==> src/rtl/alu_issue_arbiter_pkg.sv <==
// Shared ALU definitions for the issue arbiter: data width, RISC-V funct3 op codes
// and the requester port index type.
package alu_issue_arbiter_pkg;

  localparam int unsigned ALU_DATA_W = 32;

  localparam logic [2:0] ALU_ADD  = 3'b000;
  localparam logic [2:0] ALU_SLL  = 3'b001;
  localparam logic [2:0] ALU_SLT  = 3'b010;
  localparam logic [2:0] ALU_SLTU = 3'b011;
  localparam logic [2:0] ALU_XOR  = 3'b100;
  localparam logic [2:0] ALU_SRL  = 3'b101;
  localparam logic [2:0] ALU_OR   = 3'b110;
  localparam logic [2:0] ALU_AND  = 3'b111;

  typedef logic [0:0] port_idx_t;

  localparam port_idx_t PORT0 = 1'b0;
  localparam port_idx_t PORT1 = 1'b1;

endpackage

==> src/rtl/alu_issue_arbiter_rsp.sv <==
// First-word-fall-through response FIFO carrying ALU result and tag, with an
// occupancy count used by the issue credit logic.
module alu_rsp_fifo
  import alu_issue_arbiter_pkg::*;
#(
  parameter int unsigned DEPTH = 2,
  parameter int unsigned TAG_W = 4,
  localparam int unsigned CNT_W = $clog2(DEPTH + 1)
) (
  input  logic                  clk,
  input  logic                  rst,
  input  logic                  wr_en,
  input  logic [ALU_DATA_W-1:0] wr_result,
  input  logic [TAG_W-1:0]      wr_tag,
  input  logic                  rd_en,
  output logic                  rd_valid,
  output logic [ALU_DATA_W-1:0] rd_result,
  output logic [TAG_W-1:0]      rd_tag,
  output logic [CNT_W-1:0]      count
);

  localparam int unsigned PTR_W = (DEPTH > 1) ? $clog2(DEPTH) : 1;
  localparam int unsigned SLOTS = 1 << PTR_W;
  localparam logic [PTR_W-1:0] LAST_PTR = PTR_W'(DEPTH - 1);

  logic [ALU_DATA_W-1:0] result_q [SLOTS];
  logic [TAG_W-1:0]      tag_q    [SLOTS];
  logic [PTR_W-1:0]      wr_ptr_q, rd_ptr_q;
  logic [CNT_W-1:0]      count_q;
  logic                  do_pop;

  assign do_pop = rd_en && (count_q != '0);

  // Storage needs no reset; occupancy is tracked by count_q alone.
  always_ff @(posedge clk) begin
    if (wr_en) begin
      result_q[wr_ptr_q] <= wr_result;
      tag_q[wr_ptr_q]    <= wr_tag;
    end
  end

  always_ff @(posedge clk) begin
    if (rst) begin
      wr_ptr_q <= '0;
      rd_ptr_q <= '0;
      count_q  <= '0;
    end else begin
      if (wr_en) begin
        wr_ptr_q <= (wr_ptr_q == LAST_PTR) ? '0 : wr_ptr_q + 1'b1;
      end
      if (do_pop) begin
        rd_ptr_q <= (rd_ptr_q == LAST_PTR) ? '0 : rd_ptr_q + 1'b1;
      end
      if (wr_en && !do_pop) begin
        count_q <= count_q + 1'b1;
      end else if (!wr_en && do_pop) begin
        count_q <= count_q - 1'b1;
      end
    end
  end

  assign rd_valid  = (count_q != '0);
  assign rd_result = result_q[rd_ptr_q];
  assign rd_tag    = tag_q[rd_ptr_q];
  assign count     = count_q;

endmodule

==> src/rtl/alu_issue_arbiter.sv <==
// Two-port issue arbiter for a shared 1-cycle registered ALU, with credit-based flow
// control into per-port response FIFOs.
module alu_issue_arbiter
  import alu_issue_arbiter_pkg::*;
#(
  parameter int unsigned TAG_W      = 4,
  parameter int unsigned RSP_DEPTH  = 2,
  parameter int unsigned FIXED_PRIO = 0
) (
  input  logic                  clk,
  input  logic                  rst,
  input  logic                  p0_valid,
  output logic                  p0_ready,
  input  logic [ALU_DATA_W-1:0] p0_a,
  input  logic [ALU_DATA_W-1:0] p0_b,
  input  logic [2:0]            p0_op,
  input  logic                  p0_aux,
  input  logic [TAG_W-1:0]      p0_tag,
  output logic                  p0_rsp_valid,
  input  logic                  p0_rsp_ready,
  output logic [ALU_DATA_W-1:0] p0_rsp_result,
  output logic [TAG_W-1:0]      p0_rsp_tag,
  input  logic                  p1_valid,
  output logic                  p1_ready,
  input  logic [ALU_DATA_W-1:0] p1_a,
  input  logic [ALU_DATA_W-1:0] p1_b,
  input  logic [2:0]            p1_op,
  input  logic                  p1_aux,
  input  logic [TAG_W-1:0]      p1_tag,
  output logic                  p1_rsp_valid,
  input  logic                  p1_rsp_ready,
  output logic [ALU_DATA_W-1:0] p1_rsp_result,
  output logic [TAG_W-1:0]      p1_rsp_tag,
  output logic [ALU_DATA_W-1:0] alu_a,
  output logic [ALU_DATA_W-1:0] alu_b,
  output logic [2:0]            alu_op,
  output logic                  alu_aux,
  input  logic [ALU_DATA_W-1:0] alu_result
);

  localparam int unsigned CNT_W = $clog2(RSP_DEPTH + 1);
  localparam int unsigned CRD_W = CNT_W + 1;

  logic [CNT_W-1:0] count0, count1;
  logic             fifo_valid0, fifo_valid1;
  logic             pop0, pop1;
  logic             push0, push1;
  logic [CRD_W-1:0] credit0, credit1;
  logic             elig0, elig1;
  logic             grant0, grant1;
  logic             blocked;

  logic             s1_valid_q;
  port_idx_t        s1_port_q;
  logic [TAG_W-1:0] s1_tag_q;
  port_idx_t        last_q;
  logic             hold_q;

  // Issue is held off during reset and on the first cycle after it.
  assign blocked = rst || hold_q;

  assign p0_rsp_valid = fifo_valid0 && !rst;
  assign p1_rsp_valid = fifo_valid1 && !rst;
  assign pop0 = p0_rsp_valid && p0_rsp_ready;
  assign pop1 = p1_rsp_valid && p1_rsp_ready;

  assign push0 = s1_valid_q && (s1_port_q == PORT0);
  assign push1 = s1_valid_q && (s1_port_q == PORT1);

  always_comb begin
    credit0 = CRD_W'(count0) + CRD_W'(push0);
    credit1 = CRD_W'(count1) + CRD_W'(push1);
    // A same-cycle pop frees the slot the new op will eventually land in.
    elig0 = p0_valid && !blocked && ((credit0 < CRD_W'(RSP_DEPTH)) || pop0);
    elig1 = p1_valid && !blocked && ((credit1 < CRD_W'(RSP_DEPTH)) || pop1);
  end

  always_comb begin
    grant0  = 1'b0;
    grant1  = 1'b0;
    alu_a   = '0;
    alu_b   = '0;
    alu_op  = '0;
    alu_aux = 1'b0;
    if (FIXED_PRIO != 0) begin
      grant0 = elig0;
      grant1 = elig1 && !elig0;
    end else if (elig0 && elig1) begin
      grant0 = (last_q == PORT1);
      grant1 = (last_q == PORT0);
    end else begin
      grant0 = elig0;
      grant1 = elig1;
    end
    if (grant0) begin
      alu_a   = p0_a;
      alu_b   = p0_b;
      alu_op  = p0_op;
      alu_aux = p0_aux;
    end else if (grant1) begin
      alu_a   = p1_a;
      alu_b   = p1_b;
      alu_op  = p1_op;
      alu_aux = p1_aux;
    end
  end

  assign p0_ready = grant0;
  assign p1_ready = grant1;

  always_ff @(posedge clk) begin
    if (rst) begin
      s1_valid_q <= 1'b0;
      s1_port_q  <= PORT0;
      s1_tag_q   <= '0;
      last_q     <= PORT1;
      hold_q     <= 1'b1;
    end else begin
      hold_q     <= 1'b0;
      s1_valid_q <= grant0 || grant1;
      if (grant0 || grant1) begin
        s1_port_q <= grant1 ? PORT1 : PORT0;
        s1_tag_q  <= grant1 ? p1_tag : p0_tag;
        last_q    <= grant1 ? PORT1 : PORT0;
      end
    end
  end

  alu_rsp_fifo #(
    .DEPTH (RSP_DEPTH),
    .TAG_W (TAG_W)
  ) u_fifo0 (
    .clk       (clk),
    .rst       (rst),
    .wr_en     (push0),
    .wr_result (alu_result),
    .wr_tag    (s1_tag_q),
    .rd_en     (pop0),
    .rd_valid  (fifo_valid0),
    .rd_result (p0_rsp_result),
    .rd_tag    (p0_rsp_tag),
    .count     (count0)
  );

  alu_rsp_fifo #(
    .DEPTH (RSP_DEPTH),
    .TAG_W (TAG_W)
  ) u_fifo1 (
    .clk       (clk),
    .rst       (rst),
    .wr_en     (push1),
    .wr_result (alu_result),
    .wr_tag    (s1_tag_q),
    .rd_en     (pop1),
    .rd_valid  (fifo_valid1),
    .rd_result (p1_rsp_result),
    .rd_tag    (p1_rsp_tag),
    .count     (count1)
  );

endmodule

==> config.mk <==
export PLATFORM = sky130hd
export DESIGN_NAME = alu_issue_arbiter
export DESIGN_NICKNAME = d
export VERILOG_FILES = /design/src/rtl/alu_issue_arbiter_pkg.sv /design/src/rtl/alu_issue_arbiter_rsp.sv /design/src/rtl/alu_issue_arbiter.sv
export SDC_FILE = /design/constraint.sdc
export NUM_CORES = 1
export LEC_CHECK = 0
export ABC_CLOCK_PERIOD_IN_PS = 3900
export CAP_MARGIN = 20
export CORE_MARGIN = 2
export CORE_UTILIZATION = 41
export DETAILED_ROUTE_END_ITERATION = 10
export PLACE_DENSITY_LB_ADDON = 0.1
export SYNTH_ARGS = -nofsm -noshare
export SYNTH_HDL_FRONTEND = slang
export SYNTH_SLANG_ARGS = --single-unit
==> constraint.sdc <==
create_clock -name clk -period 3.9 [get_ports clk]
set_input_delay 0.78 -clock clk [delete_from_list [all_inputs] [get_ports clk]]
set_output_delay 0.78 -clock clk [all_outputs]
set_load 0.02 [all_outputs]
==> metrics.md <==
| Metric | Value |
|---|---|
| Post-synth top area share | 0.641 |
| Placer Congestion | 0.976 |
| Vias in the first global route | 5061 |
| Worst path slowest cell | clkdlybuf4s50_1 |
| Final Hold Fails | 0 |
| Final setup fails | 0 |
| Compound-Gate Fraction of Synth Area | 0.111 |
| Placed cell count | 926 |
| Largest family of logic cells by synthesized area | multiplexers |
| WS Path Type | input port to output port |
| Synthesized-area fraction occupied by adder cells | 0.00371 |
| CTS tree | done |
| First-pass iteration count of the detailed router | 4 |
| Core Box Area | 0.0160 sq mm |
| Mapped cell area | 0.00675 sq mm |
| Root buffer cell | clkbuf_16 |
| GRT Resource Usage Total | 0.238 |
| CTS clk-pin slew, worst paths | 60 ps |
| Cells on Worst Hold Path | 2 |
| Power per cell area | 401 mW/mm^2 |
| Ys async rst share | 0 |
| Fmax | 260 MHz |
| Hold path startpoint | u_fifo1.count[1] |
| Max-cap violations | 0 |
| Die Y | 132 microns |
| Unrepaired setup endpoints after global routing | no |
| Leakage power | 4.13 nW |
| Routed length per placed instance | 22.1 microns |
| Sequential fraction of the synthesis area | 0.694 |
| Final worst clock skew | 5.81 ps |
| R2r setup slk | 1810 ps |
| #FFs+latches synth | 162 |
| Pins Over Slew Limit | 0 |
| Worst Path Arrival | 3060 ps |
| Unique masters post-synth | 37 |
| Fin crit share | 0.985 |
| Vias per Instance | 5.09 |
| Status | finished, final reports clean |
| Ys Warns | 0 |
| Commonest cells in the synthesized netlist | edfxtp_1 (144), mux2_2 (72), a22o_1 (68), dfxtp_1 (18), buf_6 (15) |
| Overflow after GRT | 0 |
| Largest net degree at the start of global routing | 52 |
| Post-synth EDFFs | 144 |
| DRC viols | 0 |
| Cell breakdown of the critical path | clkdlybuf4s50_1, or3b_4, nor3b_4, and2_2, buf_4, a22o_1, clkdlybuf4s50_1 |
| Slowest stage delay, CP | 620 ps |
| Initial antenna violation count | 2 |
| Mapped Cells | 390 |
| Power, Total | 0.00432 W |
| Initial drt markers | 226 |
| Max-slew headroom | 0.329 |
| DIE AREA | 0.0175 sq mm |
| DR vias | 4893 |
| IO buf count | 325 |
| Worst vdd ir | 0.316 mV |
| XOR/XNOR share of the synthesized area | 0.0104 |
| R2R cell count | 3 |
| Yosys top cell by area | edfxtp_1 |
| Critical R2R Launch | s1_valid_q |
| Clock tree buffer depth | 2 |
| Endpoint class of the critical path | output port |
| Syn Nets | 574 |
| Number of fill cells | 1214 |
| Initial Util | 0.422 |
| Count leader, synth | edfxtp_1 |
| Worst Max-Slew Pin Slew | 1010 ps |
| Post-synthesis simple-gate area fraction | 0.0271 |
| Final hold slack | 504 ps |
| # rows | 46 |
| Detail Route Antenna Nets | 0 |
| IO Count | 326 |
| WHS Endpoint | u_fifo1.count[1] |
| Clock Latency Late Sink | 410 ps |
| Worst EP required | 3120 ps |
| Final Non-Filler Cells | 961 |
| Hold-fix buffers at CTS | 0 |
| Mean Syn Cell Area | 17.3 sq um |
| R2r endpoint | u_fifo0.result_q[0][15] |
| Most used DFF post-synth | edfxtp_1 |
| Fin nets | 915 |
| Die width | 132 microns |
| Setup TNS | 0 ps |
| Multiplexer area fraction after synthesis | 0.120 |
| Layout cells sized above 1 | 0.187 |
| # H-tree levels | 4 |
| TritonCTS buffer count | 17 |
| Tmin final | 3840 ps |
| Area growth syn-to-layout | 59.8% |
| Cell mode on critical path | clkdlybuf4s50_1 |
| DP HPWL | 15800 microns |
| Routed wire length | 21200 microns |
| Largest cells by area after synthesis | edfxtp_1 (64%), mux2_2 (12%), a22o_1 (8.8%), dfxtp_1 (5.3%), buf_6 (2.5%) |
| Worst Path Max Fanout | 7 |
| Worst setup SP type | input port |
| Clock sink total | 162 |
| Hold WC Path Type | flip-flop to flip-flop |
| First-pass GRT wire length | 30700 microns |
==> logic make-up (layout without fill, tap and decap cells) <==
logic type,after synthesis,count (layout)
fa+ha+maj,2,2
simple gates,29,29
mux,72,72
buf+inv,29,382
compound gates,88,88
xor+xnor,8,8
flops,162,162
other cells,0,2
==> layout by cell type (no fill, tap or decap), types with 2 or more instances in the layout <==
master           count
clkdlybuf4s50_1    258
a221o_1              3
dfxtp_2              2
dfxtp_1             16
clkbuf_16           17
clkinv_1             2
o21ba_2              2
inv_1                4
or3_1                2
ha_1                 2
buf_4               24
diode_2              2
nor4b_1              3
edfxtp_1           144
bufinv_16            2
nand2_1              3
mux2_2              72
clkbuf_1             3
dlymetal6s2s_1       8
nor2_1               9
buf_12               2
o21ai_0              3
dlygate4sd2_1       55
o211ai_1             2
and2_2               2
xor2_1               7
clkinvlp_4           3
clkinv_2             3
a21oi_1              3
a22o_1              68
==> critical path, delay by kind of cell <==
kind	cells	cell delay, ps
AO/OA/AOI/OAI	1	170
AND/OR/NAND/NOR	3	840
buffers and inverters	3	1260
==> cell type report <==
class / instances / area [sq um] / area share
Tap cell: 216 / 270 / 0.0251
Sequential cell: 162 / 4690 / 0.435
Clock inverter: 11 / 114 / 0.0106
Clock buffer: 20 / 437 / 0.0405
Timing Repair Buffer: 347 / 3380 / 0.314
Inverter: 4 / 15.0 / 0.00139
Antenna cell: 2 / 5.00 / 0.000464
Multi-Input combinational cell: 199 / 1860 / 0.173
==> how the worst max path moves through the flow <==
stage | startpoint | cells past startpoint | slack (ps) | end
2_1_floorplan | rst | 7 | 800 | alu_a[22]
3_3_place_gp | p0_valid | 7 | -20 | alu_op[2]
3_5_place_dp | p0_rsp_ready | 8 | -130 | alu_a[7]
4_1_cts | p0_valid | 8 | 2 | alu_a[29]
5_1_grt | p0_valid | 7 | 9 | alu_a[25]
6_report | p0_valid | 7 | 60 | alu_a[25]
==> per-layer routing <==
metal | global-route usage | routed length (microns)
met5 | 0 | 0
met2 | 0.402 | 10900
met4 | 0.0872 | 320
met1 | 0.293 | 8600
met3 | 0.0665 | 1420
==> report_power, final <==
group / leakage [nW] / switching [W] / total, W / internal [W]
combinational: 2.41 / 0.000354 / 0.000779 / 0.000425
sequential: 1.46 / 0.0000300 / 0.00199 / 0.00196
clock: 0.261 / 0.000620 / 0.00155 / 0.000931
total: 4.13 / 0.00100 / 0.00432 / 0.00331
==> repair_timing <==
action / 4_1_cts / 5_1_grt
setup buffers: 2 / 0
gates resized for setup: 55 / 8
pin swaps: 1 / 0
endpoints found under the setup margin: 49 / 8
cloned: 0 / 0
==> flip-flops by register name (all words and copies together), names as in the netlist, 2 cells and up, named ones only <==
name              count
u_fifo0.tag_q         8
u_fifo1.tag_q         8
u_fifo0.count         2
u_fifo0.result_q     64
u_fifo1.result_q     64
s1_tag_q              4
u_fifo1.count         2
==> stage by stage <==
stage | utilization | worst slack, ps | cell area (sq um)
after CTS | 0.672 | 1.54 | 10800
final | 0.674 | 57.0 | 10800
after detailed placement | 0.641 | -133 | 10300
after global placement | 0.641 | -19.0 | 10300
after global routing | 0.674 | 8.65 | 10800
after floorplan | - | 798 | 6750
Note: power is estimated with default switching activity, not from simulation.
